--- config.mk ---
export PLATFORM = sky130hd
export DESIGN_NAME = dsm_rx_demod_flat
export DESIGN_NICKNAME = d
export VERILOG_FILES = /design/src/rtl/dsm_rx_demod_if.sv /design/src/rtl/dsm_rx_demod.sv /design/src/flat_wrapper.sv
export SDC_FILE = /design/constraint.sdc
export NUM_CORES = 1
export LEC_CHECK = 0
export BUFFER_PORTS_ARGS = -buffer_cell sky130_fd_sc_hd__buf_2
export CAP_MARGIN = 25
export CORE_AREA = 4 4 189 191
export CTS_BUF_LIST = sky130_fd_sc_hd__clkbuf_4 sky130_fd_sc_hd__clkbuf_8 sky130_fd_sc_hd__clkbuf_16
export CTS_CLUSTER_SIZE = 16
export DETAILED_ROUTE_END_ITERATION = 16
export DIE_AREA = 0 0 193 195
export PLACE_DENSITY = 0.51
export SLEW_MARGIN = 15
export SYNTH_ARGS = -nofsm -noshare
export SYNTH_HDL_FRONTEND = slang
export SYNTH_SLANG_ARGS = --single-unit
--- constraint.sdc ---
create_clock -name clock -period 2.75 [get_ports clock]
set_input_delay 0.6875 -clock clock [delete_from_list [all_inputs] [get_ports clock]]
set_output_delay 0.6875 -clock clock [all_outputs]
set_load 0.03 [all_outputs]
--- src/rtl/dsm_rx_demod_if.sv ---
// Bus between the delta-sigma symbol source and the receive demodulator:
// the 3-level pwm symbol stream going in, decimated baseband samples coming out.
interface dsm_rx_demod_if #(
    parameter int OUT_W = 20
);
    logic [1:0]              pwm;
    logic signed [OUT_W-1:0] vout;
    logic                    vout_valid;
    logic                    code_err;

    modport master (
        output pwm,
        input  vout,
        input  vout_valid,
        input  code_err
    );

    modport slave (
        input  pwm,
        output vout,
        output vout_valid,
        output code_err
    );
endinterface

--- src/rtl/dsm_rx_demod.sv ---
// Receive demodulator: decodes the 3-level symbol stream, mixes it down with
// the fs/4 LO and recovers baseband through a 3rd-order CIC decimator (gain R^3).
module dsm_rx_demod #(
    parameter int DECIM_LOG2 = 6,
    parameter int OUT_W      = 20
) (
    input  logic           clock,
    input  logic           reset,
    dsm_rx_demod_if.slave  bus
);
    localparam logic [DECIM_LOG2-1:0] DECIM_ONE = DECIM_LOG2'(1);
    localparam logic [DECIM_LOG2-1:0] DECIM_MAX = '1;

    logic [1:0]              lo_cnt;
    logic [DECIM_LOG2-1:0]   decim_cnt;
    logic signed [1:0]       sym;
    logic signed [1:0]       mix_next;
    logic signed [1:0]       mix_r;
    logic signed [OUT_W-1:0] mix_ext;
    logic                    illegal;
    logic                    strobe;

    logic signed [OUT_W-1:0] int1, int2, int3;
    logic signed [OUT_W-1:0] comb_in, comb1, comb2, comb3;
    logic signed [OUT_W-1:0] prev1, prev2, prev3;
    logic                    valid0, valid1, valid2, valid3;

    // Code 2'b11 carries no energy; it only raises code_err one cycle later.
    always_comb begin
        sym      = 2'sb00;
        mix_next = 2'sb00;
        illegal  = 1'b0;
        case (bus.pwm)
            2'b01:   sym = 2'sb01;
            2'b10:   sym = 2'sb11;
            2'b11:   illegal = 1'b1;
            default: sym = 2'sb00;
        endcase
        case (lo_cnt)
            2'd0:    mix_next = sym;
            2'd2:    mix_next = -sym;
            default: mix_next = 2'sb00;
        endcase
    end

    assign mix_ext = {{(OUT_W-2){mix_r[1]}}, mix_r};
    assign strobe  = (decim_cnt == DECIM_MAX);

    always_ff @(posedge clock) begin
        if (reset) begin
            lo_cnt       <= 2'd0;
            decim_cnt    <= '0;
            mix_r        <= 2'sb00;
            bus.code_err <= 1'b0;
        end else begin
            lo_cnt       <= lo_cnt + 2'd1;
            decim_cnt    <= decim_cnt + DECIM_ONE;
            mix_r        <= mix_next;
            bus.code_err <= illegal;
        end
    end

    // Integrators wrap modulo 2^OUT_W; the combs undo the wrap exactly.
    always_ff @(posedge clock) begin
        if (reset) begin
            int1 <= '0;
            int2 <= '0;
            int3 <= '0;
        end else begin
            int1 <= int1 + mix_ext;
            int2 <= int2 + int1;
            int3 <= int3 + int2;
        end
    end

    always_ff @(posedge clock) begin
        if (reset) begin
            comb_in <= '0;
            valid0  <= 1'b0;
        end else begin
            valid0 <= strobe;
            if (strobe) begin
                comb_in <= int3;
            end
        end
    end

    // Each comb stage runs one clock behind the previous, advancing only on
    // the decimated sample, so its delay register spans one output period.
    always_ff @(posedge clock) begin
        if (reset) begin
            comb1  <= '0;
            comb2  <= '0;
            comb3  <= '0;
            prev1  <= '0;
            prev2  <= '0;
            prev3  <= '0;
            valid1 <= 1'b0;
            valid2 <= 1'b0;
            valid3 <= 1'b0;
        end else begin
            valid1 <= valid0;
            valid2 <= valid1;
            valid3 <= valid2;
            if (valid0) begin
                comb1 <= comb_in - prev1;
                prev1 <= comb_in;
            end
            if (valid1) begin
                comb2 <= comb1 - prev2;
                prev2 <= comb1;
            end
            if (valid2) begin
                comb3 <= comb2 - prev3;
                prev3 <= comb2;
            end
        end
    end

    always_ff @(posedge clock) begin
        if (reset) begin
            bus.vout       <= '0;
            bus.vout_valid <= 1'b0;
        end else begin
            bus.vout_valid <= valid3;
            if (valid3) begin
                bus.vout <= comb3;
            end
        end
    end
endmodule

--- src/flat_wrapper.sv ---
// flat-port wrapper written by rule: the top's interface ports become plain ports
module dsm_rx_demod_flat 
#(
    parameter int DECIM_LOG2 = 6,
    parameter int OUT_W      = 20
)
  (clock, reset, bus_pwm, bus_vout, bus_vout_valid, bus_code_err);
  dsm_rx_demod_if #(.OUT_W(OUT_W)) bus_i ();
  input  logic clock;
  input  logic reset;
  input wire logic [$bits(bus_i.pwm)-1:0] bus_pwm;
  output wire logic [$bits(bus_i.vout)-1:0] bus_vout;
  output wire logic [$bits(bus_i.vout_valid)-1:0] bus_vout_valid;
  output wire logic [$bits(bus_i.code_err)-1:0] bus_code_err;
  assign bus_i.pwm = bus_pwm;
  assign bus_vout = bus_i.vout;
  assign bus_vout_valid = bus_i.vout_valid;
  assign bus_code_err = bus_i.code_err;
  dsm_rx_demod #(.DECIM_LOG2(DECIM_LOG2), .OUT_W(OUT_W)) u_core (.clock(clock), .reset(reset), .bus(bus_i));
endmodule
==> load_flow_metrics.sql <==
INSERT INTO impl_metrics (metric_group, metric, value, unit) VALUES
('final_layout', 'post-route-cell-area', '15090', 'sq um'),
('setup_path', 'worst_path_max_delay_cell', 'sky130_fd_sc_hd__fa_1', ''),
('floorplanning', 'rows', '68', ''),
('yosys', 'synthArstFlopShare', '0', '%'),
('setup_path', 'cp_top_family', 'compound AO/OA/AOI/OAI gates', ''),
('yosys', 'syn_nets', '1691', ''),
('setup_path', 'worstPathArrival', '3000', 'ps'),
('status', 'outcome', 'completed', ''),
('detailed_routing', 'avgViaCountPerCell', '5.156', ''),
('timing', 'timing.final.hold_violations', '0', ''),
('yosys', 'synth.avg_cell_area', '8.625', 'sq um'),
('detailed_routing', 'drt_first_iter_violations', '494', ''),
('timing', 'final.setup_skew', '7.260', 'ps'),
('floorplanning', 'fp.dieH', '195', 'um'),
('timing', 'setup_viol', '0', ''),
('timing', 'max-slew-margin-rel', '61.10', '%'),
('yosys', 'synth.area.top_cells', 'sky130_fd_sc_hd__dfxtp_1 35%, sky130_fd_sc_hd__ha_1 11%, sky130_fd_sc_hd__mux2i_1 7.2%', ''),
('final_layout', 'n_antenna_cell', '0', ''),
('detailed_routing', 'totalWireLength', '30.22', 'mm'),
('pwr', 'power.ir.vdd_worst', '0.0003944', 'V'),
('grt', 'vias_in_the_first_global_route', '10300', ''),
('detailed_routing', 'dr_total_vias', '10570', ''),
('floorplanning', 'floorplan.io_pins', '26', ''),
('pwr', 'net-switching-power', '0.001953', 'W'),
('grt', 'globalRouteOverflowTotal', '0', ''),
('detailed_routing', 'drcViolationCount', '0', ''),
('place', 'port-buffer-count', '25', ''),
('setup_path', 'timing_worst_setup_path_type', 'flop to flop', ''),
('pwr', 'clockPowerShare', '46.1', '%'),
('place', 'dpl_cell_area', '14120', 'sq um'),
('place', 'place.gp.congestion', '0.7820', ''),
('setup_path', 'crit_path_max_fanout', '3', ''),
('yosys', 'synth.yosys.seq_area_share', '35.09', '%'),
('grt', 'grt_pass1_wl', '51.27', 'mm'),
('grt', 'antenna_found_initial', '0', ''),
('place', 'dp_slack', '152.9', 'ps'),
('place', 'hpwl', '22.44', 'mm'),
('flow_run', 'max_cap_viol_count', '0', ''),
('final_layout', 'stdcell_count', '2050', ''),
('cts', 'cts.hold.buffers_added', '0', ''),
('yosys', 'synth_edf_count', '0', ''),
('detailed_routing', 'route.detailed.wl_per_inst', '14.74', 'um'),
('cts', 'worst_skew_pair.late_latency', '530', 'ps'),
('cts', 'max-clock-path-buffers', '3', ''),
('pwr', 'power_per_cell_area', '532.3', 'nW/um^2'),
('setup_path', 'max_stage_delay', '420', 'ps'),
('timing', 'slew_viols_final', '0', ''),
('yosys', 'synthDominantAreaCellType', 'sky130_fd_sc_hd__dfxtp_1', ''),
('pwr', 'swShare', '24.31', '%'),
('setup_path', 'critical_path.cell_chain', 'ha_1 -> fa_1 -> a21o_1 -> a21oi_2 -> o21bai_1 -> a41oi_2 -> nor2b_1 -> o41ai_2 -> mux2_1', ''),
('detailed_routing', 'antenna_left', '0', ''),
('setup_path', 'crit_path_end_kind', 'flop', ''),
('pwr', 'cell_internal_pwr', '0.006081', 'W'),
('grt', 'grt_start_max_net_pins', '95', ''),
('yosys', 'syn_inst', '1561', ''),
('detailed_routing', 'first_pass_iters', '5', ''),
('floorplanning', 'die-area', '37640', 'sq um'),
('final_layout', 'finish.net_count', '1704', ''),
('pwr', 'seq_power_share', '45.1', '%'),
('setup_path', 'crit_path_start_kind', 'flop', ''),
('timing', 'worst_slack', '170.4', 'ps'),
('yosys', 'ys_ff_latch', '236', ''),
('final_layout', 'post-route-util', '44.24', '%'),
('timing', 'slew_at_the_pin_closest_to_its_max_slew_limit', '583.5', 'ps'),
('final_layout', 'post_route_cells_drive_above_1_share', '7.962', '%'),
('yosys', 'ys_dominant_reg_cell', 'sky130_fd_sc_hd__dfxtp_1', ''),
('timing', 'setup_repair_after_global_routing_missed_its_margin', 'yes', ''),
('setup_path', 'crit_required', '3170', 'ps'),
('place', 'cells_after_dpl', '1999', ''),
('final_layout', 'layout-area-overhead-vs-synth', '12.10', '%'),
('floorplanning', 'die_w', '193', 'um');
layout by cell type, fill, tap and decap left out, types with 6 or more instances in the layout:
cell type and n:
sky130_fd_sc_hd__a21oi_1 104, sky130_fd_sc_hd__nand2b_1 28, sky130_fd_sc_hd__inv_1 97, sky130_fd_sc_hd__nand4_1 12, sky130_fd_sc_hd__a211oi_1 20, sky130_fd_sc_hd__buf_2 24
sky130_fd_sc_hd__a21o_1 54, sky130_fd_sc_hd__o21a_1 26, sky130_fd_sc_hd__nor3_1 26, sky130_fd_sc_hd__clkbuf_16 29, sky130_fd_sc_hd__fa_1 6, sky130_fd_sc_hd__o21bai_1 7
sky130_fd_sc_hd__nor2_1 204, sky130_fd_sc_hd__buf_4 14, sky130_fd_sc_hd__xnor2_1 40, sky130_fd_sc_hd__nand2_1 103, sky130_fd_sc_hd__dfxtp_1 233, sky130_fd_sc_hd__clkbuf_8 7
sky130_fd_sc_hd__nor2b_1 23, sky130_fd_sc_hd__nand3_1 30, sky130_fd_sc_hd__o22ai_1 13, sky130_fd_sc_hd__nor3b_1 6, sky130_fd_sc_hd__nand3b_1 7, sky130_fd_sc_hd__and3_1 15
sky130_fd_sc_hd__clkbuf_4 8, sky130_fd_sc_hd__ha_1 120, sky130_fd_sc_hd__a31oi_1 12, sky130_fd_sc_hd__xor2_1 35, sky130_fd_sc_hd__o21ai_1 21, sky130_fd_sc_hd__o21ai_0 43
sky130_fd_sc_hd__o211ai_1 10, sky130_fd_sc_hd__mux2i_1 97
cell families after synthesis:
logic type	count (synthesis)	share of synthesized area, %
adder cells (fa/ha/maj)	126	12.04
multiplexers	103	7.714
AO/OA/AOI/OAI	379	19.11
flip-flops	236	35.09
XOR/XNOR	75	4.879
buffers and inverters	158	4.452
AND/OR/NAND/NOR	484	16.71
per-stage QoR:
stage / TNS, ps / hold WS (ps) / power (W)
global placement: 0 / 403.0 / 0.004395
floorplan: 0 / 392.5 / 0.004234
CTS: 0 / 415.8 / 0.008161
finish: 0 / 409.5 / 0.008034
detailed placement: 0 / 407.1 / 0.004406
global route: -4.218 / 432.3 / 0.008413
registers in the layout, summed over array words and instances (netlist names), 2 cells and up:
register          count
u_core.lo_cnt         2
u_core.int2          20
u_core.comb_in       20
u_core.decim_cnt      6
u_core.prev2         20
u_core.comb2         20
u_core.prev3         20
u_core.int1          20
u_core.prev1         20
u_core.int3          20
u_core.comb3         20
u_core.comb1         20
u_core.bus.vout      20
u_core.mix_r          2
power groups by stage:
stage                     combinational [W]  clock (W)  sequential, W
final                              0.000702    0.00371        0.00363
after global routing               0.000798    0.00397        0.00364
after CTS                          0.000705    0.00383        0.00363
after detailed placement           0.000700          0        0.00371
after global placement             0.000690          0        0.00370
after floorplan                    0.000567          0        0.00367
Yosys cell counts, types with 6 or more instances:
| library cell | number |
|---|---|
| sky130_fd_sc_hd__dfxtp_1 | 236 |
| sky130_fd_sc_hd__o21a_1 | 26 |
| sky130_fd_sc_hd__nor3b_1 | 6 |
| sky130_fd_sc_hd__clkbuf_1 | 42 |
| sky130_fd_sc_hd__mux2i_1 | 97 |
| sky130_fd_sc_hd__nor2b_1 | 23 |
| sky130_fd_sc_hd__and3_1 | 15 |
| sky130_fd_sc_hd__a211oi_1 | 21 |
| sky130_fd_sc_hd__a21oi_1 | 106 |
| sky130_fd_sc_hd__a31oi_1 | 12 |
| sky130_fd_sc_hd__nand3_1 | 30 |
| sky130_fd_sc_hd__nor3_1 | 26 |
| sky130_fd_sc_hd__xor2_1 | 35 |
| sky130_fd_sc_hd__nand2_1 | 103 |
| sky130_fd_sc_hd__ha_1 | 120 |
| sky130_fd_sc_hd__buf_1 | 13 |
| sky130_fd_sc_hd__o21ai_0 | 43 |
| sky130_fd_sc_hd__o22ai_1 | 13 |
| sky130_fd_sc_hd__inv_1 | 97 |
| sky130_fd_sc_hd__o21bai_1 | 7 |
| sky130_fd_sc_hd__fa_1 | 6 |
| sky130_fd_sc_hd__o211ai_1 | 10 |
| sky130_fd_sc_hd__xnor2_1 | 40 |
| sky130_fd_sc_hd__nand4_1 | 12 |
| sky130_fd_sc_hd__a21o_1 | 54 |
| sky130_fd_sc_hd__o21ai_1 | 21 |
| sky130_fd_sc_hd__nand3b_1 | 7 |
| sky130_fd_sc_hd__nor2_1 | 204 |
| sky130_fd_sc_hd__nand2b_1 | 28 |
final cells by class:
cell class / count / area (sq um)
multi-input cells: 1167 / 8167
inverters: 98 / 367.9
clock inverters: 8 / 72.57
flip-flops and latches: 236 / 4728
clock buffers: 43 / 868.3
well taps: 455 / 569.3
fillers: 3438 / 19030
repair buffers: 43 / 319.1
worst paths after layout:
check,end,start,depth (start not counted),slack (ps)
setup / recovery,u_core.int1[18]$_SDFF_PP0_,u_core.int1[0]$_SDFF_PP0_,9,170
hold / removal,u_core.lo_cnt[0]$_SDFF_PP0_,u_core.lo_cnt[0]$_SDFF_PP0_,1,410
setup reg to reg,u_core.int1[18]$_SDFF_PP0_,u_core.int1[0]$_SDFF_PP0_,9,170
hold reg to reg,u_core.lo_cnt[0]$_SDFF_PP0_,u_core.lo_cnt[0]$_SDFF_PP0_,1,410
timing repair:
| item | CTS | global route |
|---|---|---|
| endpoints found under the setup margin | 0 | 3 |
| buffers inserted | 0 | 0 |
| gates resized for setup | 0 | 5 |
routing by layer:
| layer | GRT usage [%] | vias to the layer above | wire length [um] |
|---|---|---|---|
| met2 | 28.26 | 77 | 14780 |
| met5 | 0 | - | 0 |
| met1 | 21.09 | 4921 | 14320 |
| li1 | - | 5530 | - |
| met3 | 2.145 | 41 | 602 |
| met4 | 3.121 | 0 | 521 |
(Power assumes the default switching activity.)
